<file path="src/rtl/ifetch_queue_if.sv">
// rtl/ifetch_queue_if.sv - instruction memory request/ack bus
interface ifetch_queue_if;
  logic        imem_req;
  logic [31:0] imem_addr;
  logic        imem_ack;
  logic [31:0] imem_data;

  modport master (
    output imem_req,
    output imem_addr,
    input  imem_ack,
    input  imem_data
  );

  modport slave (
    input  imem_req,
    input  imem_addr,
    output imem_ack,
    output imem_data
  );
endinterface

</file>
<file path="src/rtl/ifetch_queue.sv">
// rtl/ifetch_queue.sv - sequential fetch front-end with redirect-flushed instruction queue
module ifetch_queue #(
  parameter int          DEPTH    = 4,
  parameter logic [31:0] RESET_PC = 32'h0000_0000
) (
  input  logic                         clk,
  input  logic                         rst,
  ifetch_queue_if.master               imem,
  input  logic                         hold,
  input  logic                         redirect,
  input  logic [31:0]                  redirect_pc,
  output logic                         inst_valid,
  output logic [31:0]                  inst,
  output logic [31:0]                  pc4,
  output logic [$clog2(DEPTH+1)-1:0]   count
);

  localparam int PTR_W = $clog2(DEPTH);
  localparam int CNT_W = $clog2(DEPTH+1);
  localparam logic [CNT_W-1:0] FULL = CNT_W'(DEPTH);

  typedef enum logic [1:0] {IDLE, WAIT, DISCARD} state_t;

  state_t            state;
  logic [31:0]       fpc;
  logic [31:0]       lost_addr;
  logic [31:0]       inst_mem [DEPTH];
  logic [31:0]       pc4_mem  [DEPTH];
  logic [PTR_W-1:0]  rd_ptr;
  logic [PTR_W-1:0]  wr_ptr;
  logic [CNT_W-1:0]  cnt;
  logic [CNT_W-1:0]  cnt_next;
  logic              push;
  logic              pop;

  always_comb begin
    inst_valid = (cnt != '0);
    pop        = inst_valid & ~hold & ~redirect;
    push       = (state == WAIT) & imem.imem_ack & ~redirect;
    cnt_next   = cnt + CNT_W'(push) - CNT_W'(pop);
    inst       = inst_valid ? inst_mem[rd_ptr] : 32'h0;
    pc4        = inst_valid ? pc4_mem[rd_ptr]  : 32'h0;
    count      = cnt;
  end

  // DISCARD keeps presenting the abandoned address until the memory acks it
  assign imem.imem_req  = (state != IDLE);
  assign imem.imem_addr = (state == DISCARD) ? lost_addr : fpc;

  always_ff @(posedge clk) begin
    if (push) begin
      inst_mem[wr_ptr] <= imem.imem_data;
      pc4_mem[wr_ptr]  <= fpc + 32'd4;
    end
  end

  always_ff @(posedge clk) begin
    if (rst) begin
      state     <= IDLE;
      fpc       <= RESET_PC;
      lost_addr <= RESET_PC;
      rd_ptr    <= '0;
      wr_ptr    <= '0;
      cnt       <= '0;
    end else begin
      if (push) begin
        wr_ptr <= wr_ptr + PTR_W'(1);
      end
      if (redirect) begin
        cnt    <= '0;
        rd_ptr <= wr_ptr;
      end else begin
        cnt <= cnt_next;
        if (pop) begin
          rd_ptr <= rd_ptr + PTR_W'(1);
        end
      end

      case (state)
        IDLE: begin
          if (redirect) begin
            fpc <= redirect_pc;
          end else if (cnt < FULL) begin
            state <= WAIT;
          end
        end
        WAIT: begin
          if (redirect) begin
            fpc <= redirect_pc;
            if (imem.imem_ack) begin
              state <= IDLE;
            end else begin
              lost_addr <= fpc;
              state     <= DISCARD;
            end
          end else if (imem.imem_ack) begin
            // chain the next fetch only if the queue still has room after this cycle
            fpc <= fpc + 32'd4;
            if (cnt_next >= FULL) begin
              state <= IDLE;
            end
          end
        end
        DISCARD: begin
          if (redirect) begin
            fpc <= redirect_pc;
          end
          if (imem.imem_ack) begin
            state <= IDLE;
          end
        end
        default: state <= IDLE;
      endcase
    end
  end

endmodule

</file>
<file path="src/flat_wrapper.sv">
// flat-port wrapper written by rule: the top's interface ports become plain ports
module ifetch_queue_flat 
#(
  parameter int          DEPTH    = 4,
  parameter logic [31:0] RESET_PC = 32'h0000_0000
)
  (clk, rst, hold, redirect, redirect_pc, inst_valid, inst, pc4, count, imem_imem_req, imem_imem_addr, imem_imem_ack, imem_imem_data);
  ifetch_queue_if imem_i ();
  input  logic clk;
  input  logic rst;
  input  logic hold;
  input  logic redirect;
  input  logic [31:0] redirect_pc;
  output logic inst_valid;
  output logic [31:0] inst;
  output logic [31:0] pc4;
  output logic [$clog2(DEPTH+1)-1:0] count;
  output wire logic [$bits(imem_i.imem_req)-1:0] imem_imem_req;
  output wire logic [$bits(imem_i.imem_addr)-1:0] imem_imem_addr;
  input wire logic [$bits(imem_i.imem_ack)-1:0] imem_imem_ack;
  input wire logic [$bits(imem_i.imem_data)-1:0] imem_imem_data;
  assign imem_imem_req = imem_i.imem_req;
  assign imem_imem_addr = imem_i.imem_addr;
  assign imem_i.imem_ack = imem_imem_ack;
  assign imem_i.imem_data = imem_imem_data;
  ifetch_queue #(.DEPTH(DEPTH), .RESET_PC(RESET_PC)) u_core (.clk(clk), .rst(rst), .imem(imem_i), .hold(hold), .redirect(redirect), .redirect_pc(redirect_pc), .inst_valid(inst_valid), .inst(inst), .pc4(pc4), .count(count));
endmodule
</file>
<file path="config.mk">
export PLATFORM = sky130hd
export DESIGN_NAME = ifetch_queue_flat
export DESIGN_NICKNAME = d
export VERILOG_FILES = /design/src/rtl/ifetch_queue_if.sv /design/src/rtl/ifetch_queue.sv /design/src/flat_wrapper.sv
export SDC_FILE = /design/constraint.sdc
export NUM_CORES = 1
export LEC_CHECK = 0
export BUFFER_PORTS_ARGS = -buffer_cell sky130_fd_sc_hd__clkbuf_2
export CAP_MARGIN = 0
export CELL_PAD_IN_SITES_DETAIL_PLACEMENT = 0
export CELL_PAD_IN_SITES_GLOBAL_PLACEMENT = 2
export CORE_MARGIN = 2
export CORE_UTILIZATION = 37
export CTS_BUF_LIST = sky130_fd_sc_hd__clkbuf_16
export DETAILED_ROUTE_END_ITERATION = 12
export HOLD_SLACK_MARGIN = 0.1
export PLACE_DENSITY = 0.8
export SLEW_MARGIN = 0
export SYNTH_ARGS = -nofsm -noshare
export SYNTH_HDL_FRONTEND = slang
export SYNTH_SLANG_ARGS = --single-unit
</file>
<file path="constraint.sdc">
create_clock -name clk -period 3.1 [get_ports clk]
set_clock_uncertainty 0.05 [all_clocks]
set_input_delay 0.31 -clock clk [delete_from_list [all_inputs] [get_ports clk]]
set_output_delay 0.31 -clock clk [all_outputs]
set_load 0.01 [all_outputs]
</file>
==> Flow_metrics.wiki <==
{| class="wikitable"
! Metric !! Value
|-
| Most instantiated flip-flop cell in the synthesis netlist || edfxtp_1
|-
| Worst setup path category || reg2out
|-
| First-pass GRT wire length || just over 50 mm
|-
| Instance area at placement || 0.01564 sq mm
|-
| Cell internal pwr || approximately 7.8 mW
|-
| Most instantiated library cell after synthesis || edfxtp_1
|-
| Fillers || between 3,000 and 4,000
|-
| Post-route design area || approximately 0.017 sq mm
|-
| Initial antenna violation count || 0
|-
| Count of input and output buffers || between 150 and 200
|-
| Worst R2R Start || u_core.fpc[3]
|-
| Met3 Usage GRT || 3.443%
|-
| Adder and majority cell fraction of the synthesized area || less than 1%
|-
| Slack of the worst reg-to-reg path || 450 ps
|-
| Via count of the first global-routing pass || roughly 8,700
|-
| Number of placed I/O pins || 170
|-
| Number of cells on the worst reg-to-reg path || 6
|-
| Vias after detailed routing || 8,669
|-
| Endpoint of the worst setup timing path || imem_imem_addr[10]
|-
| Number of routed nets with antenna violations || 0
|-
| Number of buffers created by CTS || 36
|-
| Required time of the critical path || roughly 2700 ps
|-
| TritonCTS clock tree || built
|-
| Final hold violation count || 0
|-
| Leakage power summed over all cells || just over 6 nW
|-
| Number of warnings printed during yosys synthesis || 0
|-
| Headroom to the max-slew limit || 50.36%
|-
| Clock edge transition at the registers on the reported setup and hold paths || about 60 ps
|-
| Switching power || 2.107 mW
|-
| CTS Root Cell || clkbuf_16
|-
| Number of synthesized flops with an enable pin || around 260
|-
| H-tree depth reported by CTS || 2
|-
| Final setup viols || 0
|-
| Starting Density || approximately 38%
|-
| Avg Cell Area, Syn || 14.50 sq um
|-
| Simple-gate portion of the synthesized area || 10.61%
|-
| Final Instance Count excl. Fillers || around 1,700
|-
| Later-pin clock latency in the skew report || 520 ps
|-
| Count of antenna diodes in the layout || 0
|-
| Area of the die || between 0.03 and 0.04 sq mm
|-
| Synth Instances || about 970
|-
| Share of cell area taken by muxes after synthesis || about 13%
|-
| Max capacitance violation total || 0
|-
| DRT Pass-1 Iters || 5
|-
| Number of remaining DRC errors || 0
|-
| Yosys top cell area share || ~54%
|-
| Power per Cell Area || 571.6 mW/mm^2
|-
| Worst setup startpoint || u_core.state[1]
|-
| Share of synthesized registers carrying an async set or reset || 0%
|-
| Met2 Track Usage GR || between 20% and 30%
|-
| GR Util All Layers || between 10% and 20%
|-
| Final Max Slew Viols || 0
|-
| Routed wire per std cell || 19.78 um
|-
| Arrival time of the worst setup path || between 2000 and 2500 ps
|-
| Setup repair after global routing missed its margin || no
|-
| Core area || 0.03767 sq mm
|-
| Post-route setup TNS || 0 ps
|-
| Largest net degree at the start of global routing || 65
|-
| Flip-flop and latch count after synthesis || between 300 and 400
|-
| HPWL after DPL || 22.68 mm
|-
| Time the worst path needs with I/O delays and setup || around 2700 ps
|-
| Maximum fanout along the worst path || 37
|-
| Netlist area before placement || approximately 0.014 sq mm
|-
| Worst vdd ir || approximately 0.3 mV
|-
| Largest cells by area after synthesis || edfxtp_1, dfxtp_1, mux4_2, and2_1, nand2_1
|-
| CTS max path bufs || 3
|-
| Dpl cells || roughly 1,600
|-
| XOR/XNOR Fraction of Synth Area || between 2 and 2.5%
|-
| Fin crit share || 87.08%
|-
| RD Place Congestion || between 0.7 and 0.8
|-
| Combinational family with the most area after synthesis || multiplexers
|-
| Cell type contributing the most total cell area after synthesis || edfxtp_1
|-
| Area growth from synthesis to layout || 22.12%
|-
| Hold Slack || around 120 ps
|-
| Worst min-delay path class || in2reg
|-
| Die height || between 150 and 200 um
|-
| Relative contribution of combinational cells to total power || 6.4%
|-
| Fraction of final layout cells sized beyond drive strength 1 || between 30% and 40%
|-
| Resized cells post-CTS || 0
|-
| Total congestion overflow after global routing || 0
|-
| Sequential group share of total power || 50.0%
|-
| Seq/Total Area, Yosys || between 60 and 70%
|-
| Commonest cells post-synth || edfxtp_1, nand2_1, dfxtp_1, and2_1, mux4_2
|-
| Starting DRC count in detailed routing || approximately 500
|-
| PnR worst setup slack || between 400 and 500 ps
|-
| TritonCTS sink count || ~330
|-
| Achievable frequency || 370.4 MHz
|-
| Final wirelength || between 30 and 40 mm
|-
| Distinct cells, synth || 71
|-
| Pre-CTS setup slack || 451.0 ps
|-
| Critical Path Start Type || register
|-
| Part of the power in the clock network || a little over two fifths
|-
| Count of standard-cell rows || 71
|-
| Busiest layer in global routing || met2
|-
| Outcome || complete, no violations
|-
| Switching share of power || 21.37%
|-
| R2r endpoint || u_core.pc4_mem[1][28]
|-
| Net count of the finished layout || between 1,000 and 1,500
|-
| Kind of end point of the critical path || primary output
|-
| Die width || 199.4 um
|-
| Routed vias/inst || between 5 and 6
|-
| Area fraction in compound gates after synthesis || approximately 6%
|-
| Net count of the mapped netlist || 1,051
|-
| Met1 usage || between 20% and 30%
|-
| Least-Margin Pin Slew || 744.7 ps
|}
==> kinds of logic (layout without fill, tap and decap cells) <==
group | count (synthesis) | after routing
flops | 331 | 331
buf+inv | 95 | 324
mux | 93 | 93
simple gates | 286 | 286
fa+ha+maj | 8 | 8
xor+xnor | 33 | 33
compound gates | 128 | 128
==> stage by stage <==
step	util [%]	total power, mW
3_5_place_dp	41.51	5.625
2_1_floorplan	-	5.369
6_report	45.79	9.860
4_1_cts	45.79	9.987
5_1_grt	45.79	10.22
3_3_place_gp	41.51	5.616
==> worst max-delay path: stages, from the launching register on <==
cell,delay [ps]
dfxtp_1,580
nor2b_2,210
buf_4,420
mux2_2,440
clkbuf_2,150
==> sequential cells by signal, summed over array words and instances (netlist names), named ones only <==
name,count
u_core.state,2
u_core.count,3
u_core.pc4_mem,128
u_core.wr_ptr,2
u_core.fpc,32
u_core.lost_addr,32
u_core.rd_ptr,2
u_core.inst_mem,128
==> layer usage <==
layer  up-vias  wire [um]
met4         0        461
met1      4360      16240
met3        32       1700
met5         -          0
li1       4073          -
met2       204      15510
==> cells in the final DEF, fill, tap and decap left out, types with 4 or more instances in the layout <==
| cell type | n |
|---|---|
| edfxtp_1 | 256 |
| clkbuf_2 | 169 |
| nand2_1 | 102 |
| dfxtp_1 | 73 |
| and2_1 | 67 |
| mux4_2 | 64 |
| a21oi_1 | 50 |
| dlygate4sd3_1 | 42 |
| clkbuf_16 | 36 |
| mux2_2 | 28 |
| nor2_1 | 25 |
| xnor2_1 | 24 |
| buf_4 | 24 |
| inv_1 | 21 |
| nand3_1 | 18 |
| o21ai_0 | 17 |
| nor3_1 | 15 |
| nand4_1 | 11 |
| clkinv_1 | 10 |
| xor2_1 | 9 |
| buf_12 | 9 |
| nand2b_1 | 7 |
| ha_1 | 7 |
| a21o_1 | 6 |
| a32oi_1 | 6 |
| or3_1 | 6 |
| a31oi_1 | 6 |
| bufinv_16 | 6 |
| a32o_1 | 5 |
| nor2b_1 | 4 |
| nor4_1 | 4 |
| and2_4 | 4 |
| o22ai_1 | 4 |
| o31ai_1 | 4 |
==> power groups by stage <==
stage          sequential, mW  clock (mW)  combinational [mW]
2_1_floorplan            4.96           0               0.413
3_3_place_gp             5.02           0               0.596
3_5_place_dp             5.02           0               0.601
4_1_cts                  4.93        4.41               0.646
5_1_grt                  4.94        4.59               0.697
6_report                 4.93        4.29               0.635
==> timing repair <==
action	4_1_cts	5_1_grt
setup buffers	0	0
hold endpoints to repair	138	0
hold buffers	42	0
==> worst min-delay path by stage <==
stage,slack (ps),start,end,cells past startpoint
after global routing,110,redirect_pc[11],u_core.fpc[11],4
after floorplan,360,imem_imem_data[0],u_core.inst_mem[0][0],0
after global placement,390,u_core.lost_addr[17],u_core.lost_addr[17],2
final,120,redirect_pc[26],u_core.fpc[26],3
after detailed placement,400,u_core.lost_addr[5],u_core.lost_addr[5],2
after CTS,100,redirect_pc[26],u_core.fpc[26],3
==> area by class of cell <==
cell class	count	area, sq um	share of cell area (%)
Timing Repair Buffer	244	1627	9.430
Sequential cell	331	9196	53.32
Multi-Input combinational cell	548	4538	26.31
Tap cell	511	639.4	3.707
Clock buffer	36	900.9	5.223
Inverter	15	56.30	0.3264
Clock inverter	29	291.5	1.690
(Power assumes the default switching activity.)
